==> src/rtl/ksa_wide_seq_if.sv <==
// Operand request / result handshake bundle for the wide KSA sequencer.
// The sequencer uses the slave side; the producer/consumer uses the master side.
interface ksa_wide_seq_if #(
    parameter int W = 16
) ();
    logic         start_valid;
    logic         start_ready;
    logic [W-1:0] op_a;
    logic [W-1:0] op_b;
    logic         op_sub;
    logic         op_cin;
    logic         busy;
    logic         done_valid;
    logic         done_ready;
    logic [W-1:0] result;
    logic         cout;
    logic         ovf;

    modport slave (
        input  start_valid, op_a, op_b, op_sub, op_cin, done_ready,
        output start_ready, busy, done_valid, result, cout, ovf
    );

    modport master (
        output start_valid, op_a, op_b, op_sub, op_cin, done_ready,
        input  start_ready, busy, done_valid, result, cout, ovf
    );
endinterface

==> src/rtl/ksa_wide_seq.sv <==
// Multi-cycle W-bit add/subtract sequencer driving one shared SLICE_W-bit Kogge-Stone slice,
// LSB slice first, with the inter-slice carry held in a register.
module ksa_wide_seq #(
    parameter int SLICE_W = 4,
    parameter int NSLICES = 4
) (
    input  logic               clk,
    input  logic               rst_n,
    ksa_wide_seq_if.slave      bus,
    output logic [SLICE_W-1:0] ksa_a,
    output logic [SLICE_W-1:0] ksa_b,
    output logic               ksa_cin,
    input  logic [SLICE_W-1:0] ksa_s,
    input  logic               ksa_cout
);
    localparam int W    = SLICE_W * NSLICES;
    localparam int IDXW = (NSLICES > 1) ? $clog2(NSLICES) : 1;
    localparam logic [IDXW-1:0] LAST_IDX = IDXW'(NSLICES - 1);

    typedef enum logic [1:0] {
        IDLE = 2'd0,
        RUN  = 2'd1,
        DONE = 2'd2
    } state_t;

    state_t          r_state;
    logic [IDXW-1:0] r_idx;
    logic            r_carry;
    logic [W-1:0]    r_a;
    logic [W-1:0]    r_beff;
    logic [W-1:0]    r_result;
    logic            r_cout;
    logic            r_ovf;

    logic            w_ovf;

    // B is stored pre-inverted for subtraction so the slice always performs a plain add
    always_ff @(posedge clk) begin
        if (!rst_n) begin
            r_state  <= IDLE;
            r_idx    <= '0;
            r_carry  <= 1'b0;
            r_a      <= '0;
            r_beff   <= '0;
            r_result <= '0;
            r_cout   <= 1'b0;
            r_ovf    <= 1'b0;
        end else begin
            case (r_state)
                IDLE: begin
                    if (bus.start_valid) begin
                        r_a     <= bus.op_a;
                        r_beff  <= bus.op_b ^ {W{bus.op_sub}};
                        r_carry <= bus.op_sub ? 1'b1 : bus.op_cin;
                        r_idx   <= '0;
                        r_state <= RUN;
                    end
                end
                RUN: begin
                    r_result[r_idx*SLICE_W +: SLICE_W] <= ksa_s;
                    r_carry <= ksa_cout;
                    if (r_idx == LAST_IDX) begin
                        r_cout  <= ksa_cout;
                        r_ovf   <= w_ovf;
                        r_state <= DONE;
                    end else begin
                        r_idx <= r_idx + 1'b1;
                    end
                end
                DONE: begin
                    if (bus.done_ready) begin
                        r_state <= IDLE;
                    end
                end
                default: r_state <= IDLE;
            endcase
        end
    end

    assign w_ovf = (r_a[W-1] == r_beff[W-1]) && (ksa_s[SLICE_W-1] != r_a[W-1]);

    always_comb begin
        ksa_a   = '0;
        ksa_b   = '0;
        ksa_cin = 1'b0;
        if (r_state == RUN) begin
            ksa_a   = r_a[r_idx*SLICE_W +: SLICE_W];
            ksa_b   = r_beff[r_idx*SLICE_W +: SLICE_W];
            ksa_cin = r_carry;
        end
    end

    assign bus.start_ready = (r_state == IDLE);
    assign bus.busy        = (r_state == RUN);
    assign bus.done_valid  = (r_state == DONE);
    assign bus.result      = r_result;
    assign bus.cout        = r_cout;
    assign bus.ovf         = r_ovf;
endmodule
==> src/flat_wrapper.sv <==
// flat-port wrapper written by rule: the top's interface ports become plain ports
module ksa_wide_seq_flat 
#(
    parameter int SLICE_W = 4,
    parameter int NSLICES = 4
)
  (clk, rst_n, ksa_a, ksa_b, ksa_cin, ksa_s, ksa_cout, bus_start_valid, bus_op_a, bus_op_b, bus_op_sub, bus_op_cin, bus_done_ready, bus_start_ready, bus_busy, bus_done_valid, bus_result, bus_cout, bus_ovf);
  ksa_wide_seq_if bus_i ();
  input  logic clk;
  input  logic rst_n;
  output logic [SLICE_W-1:0] ksa_a;
  output logic [SLICE_W-1:0] ksa_b;
  output logic ksa_cin;
  input  logic [SLICE_W-1:0] ksa_s;
  input  logic ksa_cout;
  input wire logic [$bits(bus_i.start_valid)-1:0] bus_start_valid;
  input wire logic [$bits(bus_i.op_a)-1:0] bus_op_a;
  input wire logic [$bits(bus_i.op_b)-1:0] bus_op_b;
  input wire logic [$bits(bus_i.op_sub)-1:0] bus_op_sub;
  input wire logic [$bits(bus_i.op_cin)-1:0] bus_op_cin;
  input wire logic [$bits(bus_i.done_ready)-1:0] bus_done_ready;
  output wire logic [$bits(bus_i.start_ready)-1:0] bus_start_ready;
  output wire logic [$bits(bus_i.busy)-1:0] bus_busy;
  output wire logic [$bits(bus_i.done_valid)-1:0] bus_done_valid;
  output wire logic [$bits(bus_i.result)-1:0] bus_result;
  output wire logic [$bits(bus_i.cout)-1:0] bus_cout;
  output wire logic [$bits(bus_i.ovf)-1:0] bus_ovf;
  assign bus_i.start_valid = bus_start_valid;
  assign bus_i.op_a = bus_op_a;
  assign bus_i.op_b = bus_op_b;
  assign bus_i.op_sub = bus_op_sub;
  assign bus_i.op_cin = bus_op_cin;
  assign bus_i.done_ready = bus_done_ready;
  assign bus_start_ready = bus_i.start_ready;
  assign bus_busy = bus_i.busy;
  assign bus_done_valid = bus_i.done_valid;
  assign bus_result = bus_i.result;
  assign bus_cout = bus_i.cout;
  assign bus_ovf = bus_i.ovf;
  ksa_wide_seq #(.SLICE_W(SLICE_W), .NSLICES(NSLICES)) u_core (.clk(clk), .rst_n(rst_n), .bus(bus_i), .ksa_a(ksa_a), .ksa_b(ksa_b), .ksa_cin(ksa_cin), .ksa_s(ksa_s), .ksa_cout(ksa_cout));
endmodule
==> config.mk <==
export PLATFORM = sky130hd
export DESIGN_NAME = ksa_wide_seq_flat
export DESIGN_NICKNAME = d
export VERILOG_FILES = /design/src/rtl/ksa_wide_seq_if.sv /design/src/rtl/ksa_wide_seq.sv /design/src/flat_wrapper.sv
export SDC_FILE = /design/constraint.sdc
export NUM_CORES = 1
export LEC_CHECK = 0
export ABC_AREA = 1
export CAP_MARGIN = 20
export CORE_MARGIN = 1
export CORE_UTILIZATION = 48
export DETAILED_ROUTE_END_ITERATION = 6
export PLACE_DENSITY = 0.91
export SLEW_MARGIN = 30
export SYNTH_ARGS = -nofsm -noshare
export SYNTH_HDL_FRONTEND = slang
export SYNTH_SLANG_ARGS = --single-unit
==> constraint.sdc <==
create_clock -name clk -period 2 [get_ports clk]
set_input_delay 0.5 -clock clk [delete_from_list [all_inputs] [get_ports clk]]
set_output_delay 0.5 -clock clk [all_outputs]
set_load 0.02 [all_outputs]
==> flow_summary.ini, run 1 <==
[worst_setup_path]
crit_top_cell = inv_1
arrival_ns = 1.41
startpoint_type = flip-flop
crit_slowest_cell = dfxtp_1
critPathKind = flip-flop to output pin
critPathMaxFanout = 13
crit_required_ns = 1.50
critPathMaxStageDelay_ns = 0.36
critPathCaptureType = output pin
crit_chain = inv_1 -> nand2_2 -> inv_1 -> dlygate4sd2_1

[clock_network]
root_buffer = clkbuf_8
cts_buffers = 5
clkTransAtPathRegs_ns = 0.09
cts_tree = yes
clk_latency_ns = 0.31
post_cts_buffers = 0
cts_num_sinks = 55
cts_hold_buf = 0
cts_max_level = 2
ctsLongestPathBuffers = 2

[synthesis]
synth-xor-area-share = 0.0536
synth-warning-count = 0
syn_area_um2 = 2620
yosys.area_share.simple = 0.262
synth_fp_nets = 425
synth_top_family_by_area = simple AND/OR/NAND/NOR gates
synth-adder-area-share = 0.0287
synth_cell_types = 21
yosysSeqAreaShare = 0.421
syn_inst = 376
syn_avg_cell_area_um2 = 6.95
synthTopCellsByArea = dfxtp_1 42%, nor2_1 11%, nand2_1 11%, a21oi_1 8.6%, o21ai_0 6.3%
yosysTopAreaCellShare = 0.421
synth_compound_area_frac = 0.155
synth_mux_area_frac = 0
ys_ff_latch = 55
yosysTopAreaCell = dfxtp_1

[drt]
drtPass1Iterations = 4
met3_length_um = 355
drtIter0Drc = 113
remaining_drc_errors = 0
via_per_inst = 5.09
routedWlPerCell_um = 12.7
ant_nets = 0
wl_met2_um = 3450
vias = 2672
top_layer_used = met4
drt-total-wl_um = 6650
wl_met1_um = 2750

[timing]
relSlewSlack = 0.763
tightest_slew_ns = 0.352
final_max_slew_viol_count = 0
min_period_ns = 1.91
skew_ns = 0.00561
hold_viol = 0
rsz0062_at_grt = false
setup_violations = 0
fmax_mhz = 522
fin_crit_sh = 0.957

[job]
drv_cap = 0

[floorplanning]
die_x_um = 75.8
io_pins = 73
std_cell_rows = 26
core_um2 = 5170
die_area_um2 = 5750
start_util = 0.506
die_y_um = 75.8

[pwr]
powerDensity_nw_per_um2 = 704
peakVddDrop_uv = 319
power_mw = 2.51
leakagePower_nw = 1.48

[placed_design]
dp_hpwl_um = 4980
place_congestion = 0.878
placed_cell_area_um2 = 3490
io_buffers = 72

[final_layout]
fin_util = 0.689
drive_gt1_frac = 0.0901
nets = 504
layout_commonest_cell = nor2_1
layout_common_cells = 76 x nor2_1, 75 x nand2_1, 60 x clkdlybuf4s50_1, 54 x dfxtp_1, 45 x a21oi_1
fin_area_um2 = 3560
antenna_cells = 0
area_delta_synth_final_pct = 36.3

[global_routing]
grt_pass1_vias = 2419
antenna_found_initial = 0
grt_pass1_wl_um = 10300
grt.total_usage = 0.235
grt_max_degree = 21
gr-total-overflow = 0

[worst_hold_path]
hold_class = flip-flop to flip-flop

[outcome]
status = finished, final reports clean
[flip-flops by register name, summed over array words and instances, names as in the netlist]
signal and cells:
u_core.bus.result 16, u_core.r_beff 16, u_core.r_state 2, u_core.r_idx 2
u_core.bus.cout 1, u_core.bus.ovf 1, u_core.r_a 16, u_core.r_carry 1
[repair_timing]
action / 4_1_cts / 5_1_grt
pin swaps: 0 / 2
endpoints found under the setup margin: 12 / 7
resized for setup: 33 / 11
[per-layer routing]
layer	GRT usage	up-vias
met2	0.427	83
met4	0.0782	0
met3	0.0437	10
met1	0.276	1229
met5	0	-
li1	-	1350
[path summary, 6_finish.rpt]
path,from,to,slack (ns),cells past startpoint
setup / recovery,u_core.r_state[1]$_SDFFE_PN0P_,bus_busy,0.09,4
hold / removal,u_core.bus.result[0]$_SDFFE_PN0P_,u_core.bus.result[0]$_SDFFE_PN0P_,0.47,2
setup reg to reg,u_core.r_idx[0]$_SDFFE_PN0P_,u_core.bus.result[15]$_SDFFE_PN0P_,0.19,9
hold reg to reg,u_core.bus.result[0]$_SDFFE_PN0P_,u_core.bus.result[0]$_SDFFE_PN0P_,0.47,2
[kinds of logic after synthesis]
logic type,after synthesis
AND/OR/NAND/NOR,173
XOR/XNOR,16
adder cells (fa/ha/maj),6
flip-flops,55
AO/OA/AOI/OAI,80
buffers and inverters,46
[metrics by stage]
stage	worst slack [ns]	hold WS (ns)	TNS (ns)	cells
after floorplan	0.308	0.440	0	376
after global placement	-0.0293	0.452	-0.119	518
after detailed placement	-0.124	0.458	-0.503	518
after CTS	0.00368	0.471	0	525
after global routing	0.00852	0.488	0	525
final	0.0853	0.469	0	525
[critical path, delay by kind of cell, from the launching register on]
kind          cells  cell delay [ns]
flops             1             0.36
simple gates      1             0.24
buf+inv           3             0.51
[area by class of cell]
cell class | instances | area (um2)
well taps | 70 | 87.6
repair buffers | 93 | 867
clock inverters | 1 | 30.0
multi-input cells | 275 | 1310
flip-flops and latches | 55 | 1100
fillers | 424 | 1610
clock buffers | 6 | 72.6
inverters | 25 | 96.3
[power breakdown]
group	leakage (nW)	switching (mW)	total (mW)	internal, mW
Clock	0.0513	0.339	0.706	0.367
Sequential	0.451	0.0401	1.20	1.16
Combinational	0.982	0.335	0.602	0.267
[cell usage after synthesis]
cell,instances
nor2_1,76
nand2_1,75
dfxtp_1,55
a21oi_1,45
o21ai_0,33
inv_1,23
xor2_1,16
nand3_1,11
buf_2,7
clkbuf_1,7
ha_1,6
nand4_1,4
nor3_1,4
buf_1,3
buf_6,3
nand2_2,2
o211ai_1,2
buf_4,1
clkinv_1,1
inv_2,1
nor2_2,1
No activity file was read; power rests on OpenSTA's default activity.
==> inputs of run 2 (changes only) <==
SETUP_SLACK_MARGIN = 0.4   (was not set)
SLEW_MARGIN = 40   (was 30)
==> run 2 against run 1 <==
Worst setup slack better by 0.086 ns; clock skew up 0.0044 ns; sequential power about the same; clock power down 5.5%; cell area up 8.5%; non-clock buffer count up 11; utilization up 5.9 points; critical path type unchanged; critical endpoint is now ksa_a[2]; largest power group unchanged; highest routed layer unchanged.
==> flow_summary.ini, run 2 (synthesized netlist as in run 1, its figures left out) <==
[final_layout]
layout_commonest_cell = nand2_1
drive_gt1_frac = 0.199
fin_area_um2 = 3870
layout_common_cells = 75 x nand2_1, 68 x nor2_1, 52 x dfxtp_1, 42 x clkdlybuf4s50_1, 33 x a21oi_1
nets = 515
fillerInstances = 376
final_cells = 537
area_delta_synth_final_pct = 47.9
antenna_cells = 0

[drt]
ant_nets = 0
drtIter0Drc = 209
via_per_inst = 5.25
vias = 2821
drt-total-wl_um = 7290
remaining_drc_errors = 0
drtPass1Iterations = 5
routedWlPerCell_um = 13.6

[floorplanning]
die_x_um = 75.8
die_area_um2 = 5750
start_util = 0.506
io_pins = 73
die_y_um = 75.8
std_cell_rows = 26
core_um2 = 5170

[worst_setup_path]
crit_chain = inv_1 -> buf_4 -> o21ai_1 -> a21oi_2 -> buf_6
arrival_ns = 1.33
crit_start = u_core.r_idx[0]$_SDFFE_PN0P_
timing.rr.start = u_core.r_idx[0]$_SDFFE_PN0P_
startpoint_type = flip-flop
critPathTopFamily = flip-flops
critPathMaxStageDelay_ns = 0.39
cp_num_buf_inv = 3
critPathKind = flip-flop to output pin
critPathMaxFanout = 7
critPathCaptureType = output pin
crit_required_ns = 1.50
crit_slowest_cell = dfxtp_4

[global_routing]
grt_pass1_wl_um = 10800
grt_pass1_vias = 2519
busiest_layer = met2
use_met1 = 0.280
use_met2 = 0.447
grt.total_usage = 0.248
antenna_found_initial = 0
grt_max_degree = 24
grt_use_met3 = 0.0489
gr-total-overflow = 0

[timing]
relSlewSlack = 0.806
final_max_slew_viol_count = 0
fmax_mhz = 547
setup_violations = 0
hold_viol = 0
min_period_ns = 1.83
skew_ns = 0.0100
tightest_slew_ns = 0.291
fin_crit_sh = 0.915
rsz0062_at_grt = true

[clock_network]
clkTransAtPathRegs_ns = 0.10
root_buffer = clkbuf_8
cts_buffers = 5
cts_max_level = 2
ctsLongestPathBuffers = 2
clk_latency_ns = 0.31
cts_tree = yes
cts_hold_buf = 0
cts_num_sinks = 55

[pwr]
peakVddDrop_uv = 436
leakagePower_nw = 1.65
power_mw = 2.60
powerDensity_nw_per_um2 = 671

[placed_design]
place_congestion = 0.867
placed_cell_area_um2 = 3520
dp_hpwl_um = 4780
place_inst = 520
io_buffers = 72

[worst_hold_path]
min_from = u_core.bus.result[3]$_SDFFE_PN0P_
hold_class = flip-flop to flip-flop

[job]
drv_cap = 0

[outcome]
status = finished, final reports clean
run 2: changes by cell type in the layout (fill, tap and decap cells not counted), moves of 5 or more:
cell and change:
clkdlybuf4s50_1 -18, dlygate4sd2_1 +14, buf_6 +13, a21oi_1 -12, a21oi_2 +12, o21ai_0 -11
o21ai_1 +10, nor2_1 -8, buf_4 +6, nor2_4 +5
run 2: path summary, 6_finish.rpt:
kind                                                            to  slack [ns]  cells after the start
worst max-delay path                                      ksa_a[2]        0.17                      5
worst min-delay path             u_core.bus.result[3]$_SDFFE_PN0P_        0.47                      2
worst max register to register  u_core.bus.result[13]$_SDFFE_PN0P_        0.37                      9
worst min register to register   u_core.bus.result[3]$_SDFFE_PN0P_        0.47                      2
run 2: stage by stage:
| stage | util | TNS, ns | setup slack, ns | hold slack [ns] |
|---|---|---|---|---|
| global route | 0.748 | 0 | 0.101 | 0.485 |
| CTS | 0.718 | 0 | 0.165 | 0.468 |
| global placement | 0.681 | -0.141 | -0.0563 | 0.452 |
| detailed placement | 0.681 | -0.539 | -0.114 | 0.456 |
| finish | 0.748 | 0 | 0.171 | 0.467 |
| floorplan | - | 0 | 0.423 | 0.440 |
run 2: repair_timing:
action	4_1_cts	5_1_grt
setup endpoints to repair	46	28
buffers inserted	2	5
pin swaps	4	10
cloned	2	0
hold endpoints to repair	0	0
gates resized for setup	127	31
run 2: area by class of cell:
cell class	instances	area [um2]	share of cell area
Clock buffer	8	100	0.0259
Sequential cell	55	1110	0.288
Timing Repair Buffer	104	996	0.258
Multi-Input combinational cell	275	1470	0.379
Tap cell	70	87.6	0.0226
Inverter	25	106	0.0275
run 2: report_power, final:
group / leakage [nW] / total [mW] / switching (mW) / internal [mW]
registers: 0.453 / 1.20 / 0.0438 / 1.16
logic: 1.14 / 0.724 / 0.392 / 0.332
clock network: 0.0515 / 0.667 / 0.350 / 0.317
run 2: metal layers:
layer | vias to the layer above | wire length, um | share of wire
met5 | - | 0 | 0
met4 | 0 | 165 | 0.023
met3 | 17 | 348 | 0.048
met2 | 99 | 3870 | 0.53
met1 | 1324 | 2900 | 0.40
li1 | 1381 | - | -
run 2: tightest hold or removal path: cells and delay by family, from the launching register on:
kind	cells	cell delay, ns
compound gates	1	0.05
flops	1	0.32
simple gates	1	0.06
